==> src/rtl/raster_ctrl.sv <==
// Raster-scan sequencer for one camera frame.
// Walks a column/row counter pair across a valid/ready pixel stream.
// Emits the pixel coordinates and the line and frame boundary flags.
// Optional feature: define RASTER_FRAME_CNT_EN to add the 16-bit
// completed-frame counter output frame_cnt_o.

module counter #(
  parameter int unsigned width_p = 8
) (
  input  logic               clk_i,
  input  logic               reset_i,
  input  logic               up_i,
  input  logic               down_i,
  output logic [width_p-1:0] count_o
);

  // Synchronous clear has priority, then count up, then count down.
  always_ff @(posedge clk_i) begin
    if (reset_i)     count_o <= '0;
    else if (up_i)   count_o <= count_o + 1'b1;
    else if (down_i) count_o <= count_o - 1'b1;
  end

endmodule

module raster_ctrl #(
  parameter int unsigned width_p  = 320,
  parameter int unsigned height_p = 240,
  parameter int unsigned cw_p     = $clog2(width_p),
  parameter int unsigned rw_p     = $clog2(height_p)
) (
  input  logic            clk_i,
  input  logic            reset_i,
  input  logic            start_i,
  input  logic            valid_i,
  output logic            ready_o,
  output logic            valid_o,
  input  logic            ready_i,
  output logic [cw_p-1:0] col_o,
  output logic [rw_p-1:0] row_o,
  output logic            sol_o,
  output logic            eol_o,
  output logic            sof_o,
  output logic            eof_o,
  output logic            busy_o,
`ifdef RASTER_FRAME_CNT_EN
  output logic [15:0]     frame_cnt_o,
`endif
  output logic            done_o
);

  typedef enum logic [1:0] {
    IDLE = 2'd0,
    RUN  = 2'd1,
    DONE = 2'd2
  } state_t;

  state_t    state_q;
  logic      busy_q;
  logic      done_q;
  logic      beat;
  logic      col_last;
  logic      row_last;
  logic      arm;
  logic      col_up;
  logic      col_clr;
  logic      row_up;
  logic      row_clr;
  logic [cw_p-1:0] col;
  logic [rw_p-1:0] row;

  // Handshake, beat detection and counter controls.
  always_comb begin
    beat     = busy_q & valid_i & ready_i;
    col_last = (col == cw_p'(width_p - 1));
    row_last = (row == rw_p'(height_p - 1));
    arm      = (state_q == IDLE) & start_i;
    col_up   = beat & ~col_last;
    col_clr  = reset_i | (beat & col_last) | arm;
    row_up   = beat & col_last & ~row_last;
    row_clr  = reset_i | (beat & col_last & row_last) | arm;
  end

  counter #(.width_p(cw_p)) u_col (
    .clk_i   (clk_i),
    .reset_i (col_clr),
    .up_i    (col_up),
    .down_i  (1'b0),
    .count_o (col)
  );

  counter #(.width_p(rw_p)) u_row (
    .clk_i   (clk_i),
    .reset_i (row_clr),
    .up_i    (row_up),
    .down_i  (1'b0),
    .count_o (row)
  );

  // Frame sequencer; busy and done are registered alongside the state.
  always_ff @(posedge clk_i) begin
    if (reset_i) begin
      state_q <= IDLE;
      busy_q  <= 1'b0;
      done_q  <= 1'b0;
    end else begin
      case (state_q)
        IDLE: begin
          done_q <= 1'b0;
          if (start_i) begin
            state_q <= RUN;
            busy_q  <= 1'b1;
          end
        end
        RUN: begin
          if (beat & col_last & row_last) begin
            state_q <= DONE;
            busy_q  <= 1'b0;
            done_q  <= 1'b1;
          end
        end
        DONE: begin
          state_q <= IDLE;
          done_q  <= 1'b0;
        end
        default: begin
          state_q <= IDLE;
          busy_q  <= 1'b0;
          done_q  <= 1'b0;
        end
      endcase
    end
  end

`ifdef RASTER_FRAME_CNT_EN
  logic [15:0] frame_cnt_q;

  // Completed-frame count, bumped once per DONE cycle and free-wrapping.
  always_ff @(posedge clk_i) begin
    if (reset_i)                frame_cnt_q <= '0;
    else if (state_q == DONE)   frame_cnt_q <= frame_cnt_q + 16'd1;
  end

  assign frame_cnt_o = frame_cnt_q;
`endif

  // Pass-through handshake and boundary flags from the held position.
  always_comb begin
    ready_o = busy_q & ready_i;
    valid_o = busy_q & valid_i;
    col_o   = col;
    row_o   = row;
    sol_o   = valid_o & (col == '0);
    eol_o   = valid_o & col_last;
    sof_o   = sol_o & (row == '0);
    eof_o   = eol_o & row_last;
    busy_o  = busy_q;
    done_o  = done_q;
  end

endmodule
==> config.mk <==
export PLATFORM = sky130hd
export DESIGN_NAME = raster_ctrl
export DESIGN_NICKNAME = d
export VERILOG_FILES = /design/src/rtl/raster_ctrl.sv
export SDC_FILE = /design/constraint.sdc
export NUM_CORES = 1
export LEC_CHECK = 0
export BUFFER_PORTS_ARGS = -buffer_cell sky130_fd_sc_hd__buf_4
export CELL_PAD_IN_SITES_DETAIL_PLACEMENT = 0
export CELL_PAD_IN_SITES_GLOBAL_PLACEMENT = 1
export CORE_UTILIZATION = 38
export CTS_CLUSTER_DIAMETER = 30
export DETAILED_ROUTE_END_ITERATION = 7
export PLACE_DENSITY_LB_ADDON = 0.1
export SLEW_MARGIN = 10
export SYNTH_ARGS = -nofsm -noshare
export SYNTH_HDL_FRONTEND = slang
export SYNTH_SLANG_ARGS = --single-unit
==> constraint.sdc <==
create_clock -name clk_i -period 2 [get_ports clk_i]
set_input_delay 0.6 -clock clk_i [delete_from_list [all_inputs] [get_ports clk_i]]
set_output_delay 0.6 -clock clk_i [all_outputs]
set_load 0.01 [all_outputs]
Word-level counts from Yosys, hierarchy flattened. Cells that the tools add are included.

Register bits after elaboration: 21. Output and inout port bits: 25.

$add $sub $neg: 2. Eq/ne operators: 6. Mux-type cells: 6. Bitwise logic cells: 20. Reductions and logical operators: 6.

Operator list (number): 1-bit bitwise AND (12); 9-bit by 1-bit adder with 9-bit output (second input constant) (1); 9-bit == test (second input constant) (1); 9-bit zero test (1); 8-bit by 1-bit adder with 8-bit output (second input constant) (1); 8-bit == test (second input constant) (1); 8-bit zero test (1); 2-bit 2-to-1 mux (2); 2-bit inequality test (second input constant) (2); 1-bit inverter (4); 1-bit OR (4); 2-bit case mux with 2 select lines (1); 1-bit case mux with 3 select lines (1); 3-bit AND reduction (1); 2-bit by 1-bit == test with 1-bit output (second input constant) (1); 2-bit == test (second input constant) (1); 2-bit zero test (1); 1-bit 2-to-1 mux (2); 2-bit AND reduction (1); 2-bit OR reduction (1).

Logic depth before layout (Yosys ltp). Gate-level depths: netlist (run 1).

Depth in word-level cells: 6. Depth in mapped cells: 6.

Hierarchy. A second synthesis (run 1) with hierarchy kept.

Cells, all modules: 194. Area, all modules: 1589.0 µm².

Modules (own cells, without submodules): counter (u_col) (instances 1, cells each 81, area each 678.2 µm², sequential area each 180.2 µm²); counter (u_row) (instances 1, cells each 70, area each 589.3 µm², sequential area each 160.2 µm²); raster_ctrl (instances 1, cells each 43, area each 321.6 µm², sequential area each 80.1 µm²).

Least setup slack after synthesis (run 1). No wires, ideal clock.

Kind: register -> output. Start: register u_row.count_o[0]. End: output port eof_o. Arrival: 1.365 ns. Path slack: 0.035 ns. Cell stages (with the launch flop): 5. Buffers on the path: 0. Path through: dfxtp_1 -> ha_1 -> nand3_1 -> or2_2 -> nor3_1.

Cells in the longest elaborated chain, start to end: 2.

Ends and longest elaborated chain: from (decl) (line 14) `output logic [width_p-1:0] count_o`; from (signal assigned) (line 20) `else if (up_i) count_o <= count_o + 1'b1;`; from (signal assigned) (line 21) `else if (down_i) count_o <= count_o - 1'b1;`; 8-bit == test (line 76) `row_last = (row == rw_p'(height_p - 1));`; 1-bit bitwise AND (line 156) `eof_o = eol_o & row_last;`; to (decl) (line 44) `output logic eof_o,`.

Every way passes these cells.

Worst setup path after layout (run 1).
Start: register u_col.count_o[6]. End: output port sof_o.

Cells in the longest elaborated chain, start to end: 3.

Ends and longest elaborated chain: from (decl) (line 14); from (signal assigned) (line 20); from (signal assigned) (line 21); 9-bit zero test (line 153) `sol_o = valid_o & (col == '0);`; 1-bit bitwise AND (line 153); 1-bit bitwise AND (line 155) `sof_o = sol_o & (row == '0);`; to (decl) (line 43) `output logic sof_o,`.

Every way passes these cells.

==> impl_results.md, run 1 <==
- Met2 Track Usage GR: 32.23%
- Number of global-route vias before repair: 1148
- Clk slew on worst S/H paths: 0.14 ns
- Routed WL: 3.098 mm
- Post-synth top flop: dfxtp_1
- Dpl hpwl: 2.380 mm
- R2r endpoint: u_col.count_o[7]$_SDFFE_PP0P_
- CP Class: reg2out
- WL/cell: 13.83 um
- Class of the worst hold path: in2reg
- Post-Syn Nets: 149
- First-pass GRT wire length: 5.175 mm
- CP startpoint kind: flip-flop
- Worst Skew: 0.01318 ns
- R2r setup slk: 0.16 ns
- Overflow after GRT: 0
- Leakage power: 0.6690 nW
- Largest net degree at the start of global routing: 13
- Design Area, Final: 1677 um^2
- Max Clk Rate: 0.4674 GHz
- Clock Sinks: 21
- Crit path capture type: primary output
- I/O pin cnt: 30
- Min Hold Slack: 0.4803 ns
- Status: finished with violations
- Failing checks: design-rule violations, negative setup slack
- CP arrival: 1.54 ns
- Die area: 3325 um^2
- Max Root-Sink Buffers: 2
- Psw: 192.5 uW
- CTS tree: built
- Core area: 2853 um^2
- Final Wtd Congestion: 0.7838
- Required time worst endpoint: 1.40 ns
- DP Area: 1565 um^2
- Unique cell type count in the Yosys netlist: 41
- Share of cells above drive strength 1: 41.45%
- Placement Setup Slack: -0.09872 ns
- Final Setup Violations: 3
- Fin. max-slew vios: 0
- Worst skew pair latency: 0.32 ns
- M1 GR Usage: 27.65%
- R2R depth: 6
- Global Route met3 Usage: 2.232%
- Post-synth EDFFs: 0
- Post-CTS Hold Fix Bufs: 0
- Via count: 1255
- Share of power burned in the clock network: 29.8%
- First-pass iteration count of the detailed router: 6
- CTS buffer count: 3
- Die X: 57.66 um
- Overall routing resource usage: 19.78%
- Worst setup path startpoint: u_col.count_o[6]$_SDFFE_PP0P_
- Vias per Instance: 5.603
- Die Ht: 57.66 um
- Placed Instances: 218
- Fin cells: 224
- Setup slack after layout: -0.1397 ns
- Unrepaired setup endpoints after global routing: yes
- Layout Nets: 203
- Synth Warn #: 0
- Worst r2r src: u_col.count_o[0]$_SDFFE_PP0P_
- Worst Setup EP: sof_o
- Maxcap violations: 0
- CP Max Fanout: 2
- Starting density of the core: 41.27%
- Num rows: 19
- Fillers: 269
- Peak supply drop: 0.0002250 V
- Power density cells: 438.7 nW/um^2
- FF+latch count, synth: 21
- Tcrit/Tclk final: 107.0%
- Seq pwr share: 58.1%
- Comb power frac: 12.1%
- Post-Syn Area per Cell: 8.410 um^2
- Sw Share: 26.17%
- Worst-Margin Slew: 0.4136 ns
- Htree depth: 1
- Tmin final: 2.140 ns
- Antenna violations before repair: 0
- Number of remaining DRC errors: 1
- Async SR Flop Fraction: 0%
- Clock root cell: clkbuf_4
- Post-synthesis sequential area ratio: 35.71%
- # port buffers: 29
- Final antenna-violating net count: 0
- Final hold violations: 0
- Relative slew slack: 72.22%
- Area Growth Syn to Fin: 42.40%
- Initial DRC Count: 56
- GRT busiest layer: met2
- N_diodes: 0
- Mapped Area: 1177 um^2
- Cell count after synthesis: 140
- Pint: 543.1 uW
[placed cells by master, fill, tap and decap left out, types with 5 or more instances in the layout]
master   count
a21oi_1     11
inv_1        8
o21ai_0      9
buf_4       50
nand2_1     13
dfxtp_2      8
nand3_1      8
dfxtp_1     13
nor2_1      10
or3_1        5
[synthesized netlist by cell type (2+ instances only)]
cell	count	area share, %
nand2_1	13	4.1
and3_1	5	2.7
nand3_1	10	4.3
and3_2	2	1.3
or4_1	3	1.9
ha_1	4	4.3
a32o_1	2	1.7
inv_1	8	2.6
a21oi_1	11	4.7
o21ai_0	9	3.8
a311o_1	2	1.7
dfxtp_1	21	36
xor2_1	2	1.5
buf_6	2	1.9
nor4b_1	2	1.5
or3_1	5	2.7
nor3_1	5	2.1
nor2_1	10	3.2
nand4_1	2	1.1
[cell type report]
class / instances / area (um^2) / share of cell area (%)
sequential: 21 / 430.4 / 25.67
clock inverter: 1 / 5.005 / 0.2985
inverter: 8 / 30.03 / 1.791
tap: 31 / 38.79 / 2.313
multi-input combinational: 108 / 752.0 / 44.85
timing repair buffer: 52 / 397.9 / 23.73
clock buffer: 3 / 22.52 / 1.343
[flip-flops by register name, indices dropped and copies added (netlist names)]
signal and cells:
state_q 2, busy_o 1, u_row.count_o 8, u_col.count_o 9, done_o 1
[through the flow]
step	TNS [ns]	power [mW]	util [%]
6_report	-0.2675	0.7356	58.77
3_3_place_gp	-0.07633	0.5187	54.87
3_5_place_dp	-0.1215	0.5203	54.87
2_1_floorplan	0	0.4731	-
4_1_cts	-0.4577	0.7396	57.02
5_1_grt	-0.6357	0.7647	58.77
[metal layers]
metal  vias to the layer above  wire length, um
li1                        623                -
met1                       596             1498
met2                        32             1427
met3                         4              137
met4                         0               34
met5                         -                0
[worst max-delay path, cell delays in order (launching register included)]
cell and delay (ns):
dfxtp_2 0.34, or2_4 0.25, nor4_2 0.12, and4b_1 0.24, and3_4 0.19, buf_6 0.10
[power groups by stage]
stage	clock network (mW)	registers (mW)	logic [mW]
finish	0.219	0.427	0.0889
global route	0.240	0.428	0.0963
CTS	0.227	0.427	0.0856
detailed placement	0	0.437	0.0838
global placement	0	0.437	0.0821
floorplan	0	0.441	0.0324
[cells by family (layout without fill, tap and decap cells)]
group,after synthesis,in the layout,share of synthesized area [%]
AO/OA/AOI/OAI,33,33,17.96
XOR/XNOR,3,3,2.232
adder cells (fa/ha/maj),4,4,4.251
buffers and inverters,11,64,4.782
flip-flops,21,21,35.71
AND/OR/NAND/NOR,68,68,35.07
[timing repair]
| action | 4_1_cts | 5_1_grt |
|---|---|---|
| pin swaps | 0 | 1 |
| endpoints found under the hold margin | 0 | 0 |
| resized for setup | 8 | 12 |
| endpoints found under the setup margin | 4 | 4 |
| buffers inserted | 2 | 0 |
[worst min path at each step]
stage,from,endpoint,slack [ns],cells after the start
6_report,reset_i,busy_o$_SDFFE_PP0P_,0.48,2
5_1_grt,reset_i,busy_o$_SDFFE_PP0P_,0.49,2
4_1_cts,reset_i,busy_o$_SDFFE_PP0P_,0.48,2
3_5_place_dp,done_o$_SDFFE_PP0P_,done_o$_SDFFE_PP0P_,0.49,1
3_3_place_gp,done_o$_SDFFE_PP0P_,done_o$_SDFFE_PP0P_,0.49,1
2_1_floorplan,state_q[0]$_SDFFE_PP0P_,state_q[0]$_SDFFE_PP0P_,0.47,1
Note: power is estimated with default switching activity, not from simulation.
==> run 2, diff against run 1 <==
--- a/config.mk
+++ b/config.mk
@@ -5,10 +5,11 @@
 export SDC_FILE = /design/constraint.sdc
 export NUM_CORES = 1
 export LEC_CHECK = 0
+export ABC_AREA = 1
 export BUFFER_PORTS_ARGS = -buffer_cell sky130_fd_sc_hd__buf_4
 export CELL_PAD_IN_SITES_DETAIL_PLACEMENT = 0
 export CELL_PAD_IN_SITES_GLOBAL_PLACEMENT = 1
-export CORE_UTILIZATION = 38
+export CORE_UTILIZATION = 36
 export CTS_CLUSTER_DIAMETER = 30
 export DETAILED_ROUTE_END_ITERATION = 7
 export PLACE_DENSITY_LB_ADDON = 0.1
==> run 2 against run 1 <==
Against the previous run:
- maximum frequency grew 3.4%
- the run ends with negative setup slack left
- first-iteration DRC count grew 5.4%
- via count grew 8.8%
- critical path depth grew 2
- combinational power shrank 29%
- synthesized cell count grew 41%
- power shrank 4.7%
- core utilization shrank 7.4 points
==> impl_results.md, run 2 <==
- Status: finished with violations
- Failing checks: negative setup slack
- Multi-input logic area: 788.3 um^2 (+4.8%)
- Unique cell type count in the Yosys netlist: 24 (-41%)
- R2R depth: 7 (+1)
- Synth top area cells: dfxtp_1 (33%), nand2_1 (17%), inv_1 (8.5%)
- Dpl hpwl: 2.406 mm (+1.1%)
- Setup slack after layout: -0.06860 ns (+0.07112 ns)
- Relative slew slack: 71.37% (-0.85 points)
- Fillers: 355 (+32%)
- Fin. max-slew vios: 0 (unchanged)
- Worst path slowest cell: dfxtp_2
- # port buffers: 29 (unchanged)
- Starting density of the core: 37.98% (-3.3 points)
- Post-CTS Hold Fix Bufs: 0 (unchanged)
- Core area: 3390 um^2 (+19%)
- Worst-Margin Slew: 0.4280 ns (+0.01445 ns)
- CP startpoint kind: flip-flop
- Synth Warn #: 0 (unchanged)
- Antenna violations before repair: 0 (unchanged)
- Compound-Gate Fraction of Synth Area: 11.27% (-6.7 points)
- Worst skew pair latency: 0.30 ns (-0.02 ns)
- Share of cells above drive strength 1: 31.54% (-9.9 points)
- Async SR Flop Fraction: 0% (unchanged)
- Mapped Area: 1287 um^2 (+9.4%)
- Max FFs per register: 9 (unchanged)
- CTS buffer count: 3 (unchanged)
- Post-synthesis mux area share: 0% (unchanged)
- Top Registers: u_col.count_o (9), u_row.count_o (8), state_q (2)
- R2r endpoint: u_row.count_o[3]$_SDFFE_PP0P_
- Number of global-route vias before repair: 1191 (+3.7%)
- Leakage power: 0.8268 nW (+24%)
- Min Hold Slack: 0.4433 ns (-0.03702 ns)
- Placement Setup Slack: -0.006895 ns (+0.09182 ns)
- Maxcap violations: 0 (unchanged)
- N_diodes: 0 (unchanged)
- Routed WL: 3.288 mm (+6.1%)
- Synth area leader: dfxtp_1
- Hold path depth: 2 (unchanged)
- CP Max Fanout: 2 (unchanged)
- Num rows: 21 (+2)
- Hold path endpoint: state_q[0]$_SDFFE_PP0P_
- Overflow after GRT: 0 (unchanged)
- Post-synthesis sequential area ratio: 32.65% (-3.1 points)
- Vias per Instance: 4.760 (-15%)
- Class of the worst hold path: in2reg
- Top-count cell post-synth: nand2_1
- Final Wtd Congestion: 0.8141 (+3.9%)
- Post-Syn Area per Cell: 6.535 um^2 (-22%)
- Post-synth EDFFs: 0 (unchanged)
- Peak supply drop: 0.0002651 V (+18%)
- Die X: 61.80 um (+7.2%)
- Sequential cell area: 430.4 um^2 (unchanged)
- CP Class: reg2out
- Main combinational cell family by area after synthesis: simple AND/OR/NAND/NOR gates
- CP top delay family: simple AND/OR/NAND/NOR gates
- First-pass GRT wire length: 5.161 mm (-0.27%)
- Crit path capture type: primary output
- CP arrival: 1.47 ns (-0.07 ns)
- Unrepaired setup endpoints after global routing: yes
- Adder-Cell Fraction of Synth Area: 3.887% (-0.36 points)
- CTS tree: built
- Power density cells: 402.8 nW/um^2 (-8.2%)
- Final Setup Violations: 2 (-1)
- Post-synth top flop: dfxtp_1
- Initial DRC Count: 59 (+5.4%)
- WL/cell: 11.46 um (-17%)
- Max Clk Rate: 0.4834 GHz (+3.4%)
- Required time worst endpoint: 1.40 ns (about the same)
- Die area: 3819 um^2 (+15%)
- Hold Crit Start: reset_i
- FF+latch count, synth: 21 (unchanged)
- Final hold violations: 0 (unchanged)
- Top reg by flops: u_col.count_o
- Most common cell after layout, fill and taps aside: nand2_1
- Overall routing resource usage: 18.24% (-1.5 points)
- Die Ht: 61.80 um (+7.2%)
- Clock Sinks: 21 (unchanged)
- Cell count after synthesis: 197 (+41%)
- Final antenna-violating net count: 0 (unchanged)
- Commonest cells after routing, fill and taps aside: nand2_1 (55), buf_4 (40), inv_1 (27), a21oi_1 (18), nor2_1 (16)
- Via count: 1366 (+8.8%)
- Top-area cell type share of the netlist area: 32.65% (-3.1 points)
- Htree depth: 1 (unchanged)
- Post-Syn Nets: 206 (+38%)
- Simple-Gate Fraction of Synth Area: 38.10% (+3.0 points)
- Largest net degree at the start of global routing: 14 (+1)
- Xor/xnor share of the synthesized area: 4.082% (+1.8 points)
- Bufs and invs on worst path: 3 (+2)
- Critical-path cell list: buf_6 > inv_4 > ha_4 > nand3_2 > nor3_2 > nor3b_2 > buf_4
- Worst Skew: 0.002154 ns (-0.01102 ns)
- R2r setup slk: 0.27 ns (+0.11 ns)
- Number of remaining DRC errors: 0 (-1)
- CP max stage delay: 0.35 ns (about the same)
- Commonest cells post-synth: nand2_1 (57), inv_1 (29), dfxtp_1 (21)
- Fin cells: 287 (+28%)
- Clock root cell: clkbuf_4
- Worst r2r src: u_row.count_o[1]$_SDFFE_PP0P_
- Placed Instances: 280 (+28%)
- Max Root-Sink Buffers: 2 (unchanged)
- First-pass iteration count of the detailed router: 4 (-2)
- Clk slew on worst S/H paths: 0.12 ns (-0.02 ns)
- Layout Nets: 251 (+24%)
- Tcrit/Tclk final: 103.4% (-3.6 points)
- I/O pin cnt: 30 (unchanged)
- Area Growth Syn to Fin: 35.18%
- Tmin final: 2.069 ns (-0.07112 ns)
## run 2: how the worst max path moves through the flow
stage | startpoint | endpoint | slack (ns) | depth (start not counted)
6_report | u_col.count_o[1]$_SDFFE_PP0P_ | sof_o | -0.07 | 7
2_1_floorplan | valid_i | sof_o | 0.008 | 5
5_1_grt | u_col.count_o[1]$_SDFFE_PP0P_ | sof_o | -0.15 | 7
4_1_cts | u_col.count_o[1]$_SDFFE_PP0P_ | sof_o | -0.14 | 7
3_5_place_dp | valid_i | sof_o | -0.007 | 7
3_3_place_gp | valid_i | sof_o | -0.008 | 7
## run 2: where the power goes
| part | internal (mW) | total [mW] | switching [mW] | leakage (nW) |
|---|---|---|---|---|
| Combinational | 0.0281 | 0.0631 | 0.0351 | 0.638 |
| Sequential | 0.423 | 0.426 | 0.00337 | 0.174 |
| Clock | 0.0776 | 0.212 | 0.134 | 0.0150 |
## run 2: kinds of logic after synthesis
logic type,Yosys count
AOI/OAI and AO/OA,29
adders and majority gates,4
and+or+nand+nor,105
xor gates and xnor gates,6
buffers and inverters,32
DFF,21
## run 2: routing by layer
metal  wire length, um  GRT usage [%]  vias up
met2              1520          29.49       39
met3               134          2.484        2
met5                 0              0        -
li1                  -              -      716
met4                20          5.397        0
met1              1613          25.28      609
## run 2: stage by stage
stage                     setup TNS, ns  util [%]  total power [mW]  instance area, um^2
final                           -0.1293     51.35            0.7011                 1740
after global routing            -0.3449     51.35            0.7444                 1740
after CTS                       -0.3296     50.31            0.7155                 1705
after detailed placement      -0.006895     48.14            0.4969                 1632
after global placement        -0.007755     48.14            0.4968                 1632
after floorplan                       0         -            0.4659                 1297
## run 2: what timing repair did
action                                  in CTS  in global routing
pin swaps                                    2                  2
cloned                                       0                  0
gates resized for setup                     11                 12
endpoints found under the setup margin       4                  4
buffers inserted                             2                  1
## run 2: final cells by class
class,count,area share (%)
Timing Repair Buffer,42,18.55
Tap cell,46,3.307
Inverter,30,6.614
Sequential cell,21,24.73
Multi-Input combinational cell,144,45.29
Clock buffer,4,1.510
==> run 3, diff against run 2 <==
--- a/config.mk
+++ b/config.mk
@@ -13,6 +13,7 @@
 export CTS_CLUSTER_DIAMETER = 30
 export DETAILED_ROUTE_END_ITERATION = 7
 export PLACE_DENSITY_LB_ADDON = 0.1
+export SKIP_CTS_REPAIR_TIMING = 1
 export SLEW_MARGIN = 10
 export SYNTH_ARGS = -nofsm -noshare
 export SYNTH_HDL_FRONTEND = slang
==> constraint.sdc (replaced) <==
create_clock -name clk_i -period 2 [get_ports clk_i]
set_input_delay 0.6 -clock clk_i [delete_from_list [all_inputs] [get_ports clk_i]]
set_output_delay 0.6 -clock clk_i [all_outputs]
set_load 0.005 [all_outputs]
==> run 3 against run 2 <==
Against the previous run:
- the flow still finishes with violations (negative setup slack)
- combinational power is 3.5% lower
- critical path depth shrank 1
- clock power is essentially flat
- cell count down 0.70%
- via count fell by 1.8%
- register-to-register slack improved by 0.07 ns
- routed wire length decreased by 4.4%
- non-clock buffer count down 2
- clock skew increased by 0.0052 ns
- clock-buffer cell count unchanged
==> impl_results.md, run 3 (synthesis results as in run 2) <==
- Status: finished with violations
- Failing checks: negative setup slack
- Number of global-route vias before repair: 1121 (-5.9%)
- Top Registers: u_col.count_o (9), u_row.count_o (8), state_q (2)
- Area Growth Syn to Fin: 34.99%
- Max Root-Sink Buffers: 2 (unchanged)
- Final antenna-violating net count: 0 (unchanged)
- Number of remaining DRC errors: 0 (unchanged)
- Max Clk Rate: 0.4799 GHz (-0.73%)
- Dpl hpwl: 2.364 mm (-1.7%)
- Fin. max-slew vios: 0 (unchanged)
- Relative slew slack: 72.80% (+1.4 points)
- Worst skew pair latency: 0.30 ns (about the same)
- Max FFs per register: 9 (unchanged)
- CTS tree: built
- Design Area, Final: 1738 um^2 (-0.14%)
- CP Max Fanout: 5 (+3)
- First-pass iteration count of the detailed router: 4 (unchanged)
- Most common cell after layout, fill and taps aside: nand2_1
- I/O pin cnt: 30 (unchanged)
- Fin cells: 285 (-0.70%)
- Final Wtd Congestion: 0.8871 (+9.0%)
- Critical-path cell list: inv_4 > ha_4 > nand3_2 > nor3_2 > nor3b_2 > buf_4
- CP startpoint kind: flip-flop
- Power density cells: 399.5 nW/um^2 (-0.82%)
- Clock Sinks: 21 (unchanged)
- Placed Instances: 278 (-0.71%)
- CTS buffer count: 3 (unchanged)
- Tmin final: 2.084 ns (+0.01528 ns)
- Setup slack after layout: -0.08388 ns (-0.01528 ns)
- Placement Setup Slack: -0.1098 ns (-0.1029 ns)
- Worst-Margin Slew: 0.4067 ns (-0.02129 ns)
- Unrepaired setup endpoints after global routing: yes
- Num rows: 21 (unchanged)
- Worst Skew: 0.007346 ns (+0.005192 ns)
- Commonest cells after routing, fill and taps aside: nand2_1 (56), buf_4 (39), inv_1 (27), a21oi_1 (18), nor2_1 (17)
- Fillers: 380 (+7.0%)
- Worst path slowest cell: dfxtp_4
- Final hold violations: 0 (unchanged)
- CP max stage delay: 0.39 ns (+0.04 ns)
- Antenna violations before repair: 0 (unchanged)
- Via count: 1342 (-1.8%)
- Overall routing resource usage: 17.49% (-0.75 points)
- Tcrit/Tclk final: 104.2% (+0.76 points)
- Largest net degree at the start of global routing: 14 (unchanged)
- CP arrival: 1.48 ns (about the same)
- # port buffers: 29 (unchanged)
- Die Ht: 61.80 um (unchanged)
- Clock root cell: clkbuf_4
- Starting density of the core: 37.98% (unchanged)
- CP Class: reg2out
- Min Hold Slack: 0.4459 ns (+0.002623 ns)
- Final Setup Violations: 2 (unchanged)
- Leakage power: 0.8338 nW (+0.84%)
- Layout Nets: 249 (-0.80%)
- Crit path capture type: primary output
- Class of the worst hold path: in2reg
- Clk slew on worst S/H paths: 0.12 ns (about the same)
- Overflow after GRT: 0 (unchanged)
- Top reg by flops: u_col.count_o
- Die area: 3819 um^2 (unchanged)
- Routed WL: 3.142 mm (-4.4%)
- Initial DRC Count: 50 (-15%)
- Vias per Instance: 4.709 (-1.1%)
- Htree depth: 1 (unchanged)
- WL/cell: 11.02 um (-3.8%)
- Required time worst endpoint: 1.40 ns (about the same)
- Core area: 3390 um^2 (unchanged)
- Peak supply drop: 0.0002324 V (-12%)
- First-pass GRT wire length: 4.961 mm (-3.9%)
- Die X: 61.80 um (unchanged)
- Share of cells above drive strength 1: 28.45% (-3.1 points)
- Maxcap violations: 0 (unchanged)
- N_diodes: 0 (unchanged)
- DP Area: 1607 um^2 (-1.5%)
[run 3: worst paths after layout]
path	startpoint	endpoint	slack (ns)	cells after the start
max	u_col.count_o[1]$_SDFFE_PP0P_	sof_o	-0.08	6
min	reset_i	state_q[0]$_SDFFE_PP0P_	0.45	2
max reg2reg	u_row.count_o[0]$_SDFFE_PP0P_	u_row.count_o[4]$_SDFFE_PP0P_	0.34	7
min reg2reg	state_q[0]$_SDFFE_PP0P_	busy_o$_SDFFE_PP0P_	0.47	1
[run 3: through the flow]
| stage | power (mW) | setup TNS (ns) | util [%] |
|---|---|---|---|
| after detailed placement | 0.4927 | -0.1098 | 47.40 |
| after floorplan | 0.4625 | 0 | - |
| after global placement | 0.4917 | -0.1081 | 47.40 |
| after global routing | 0.7430 | -0.4795 | 51.27 |
| final | 0.6943 | -0.1613 | 51.27 |
| after CTS | 0.7106 | -0.7049 | 48.17 |
[run 3: power breakdown]
| group | switching (mW) | internal (mW) | leakage [nW] |
|---|---|---|---|
| Clock | 0.132 | 0.0777 | 0.0150 |
| Combinational | 0.0327 | 0.0282 | 0.646 |
| Sequential | 0.00394 | 0.420 | 0.173 |
[run 3: cell type report]
cell class / instances / area (um^2) / share of cell area, %
inverters: 30 / 117.6 / 6.767
clock buffers: 4 / 26.28 / 1.512
repair buffers: 40 / 304.0 / 17.49
flip-flops and latches: 21 / 431.7 / 24.84
well taps: 46 / 57.56 / 3.312
multi-input cells: 144 / 800.8 / 46.08
[run 3: worst max-delay path, delay by kind of cell, from the launching register on]
family | cells | cell delay (ns)
and+or+nand+nor | 3 | 0.47
DFF | 1 | 0.39
buffers and inverters | 2 | 0.20
adders and majority gates | 1 | 0.12
[run 3: per-layer routing]
layer,track usage [%],part of all wire [%],vias up
met4,5.714,0.64,0
met5,0,0,-
met2,27.04,46,25
met1,24.72,50,601
met3,2.899,3.7,2
li1,-,-,714
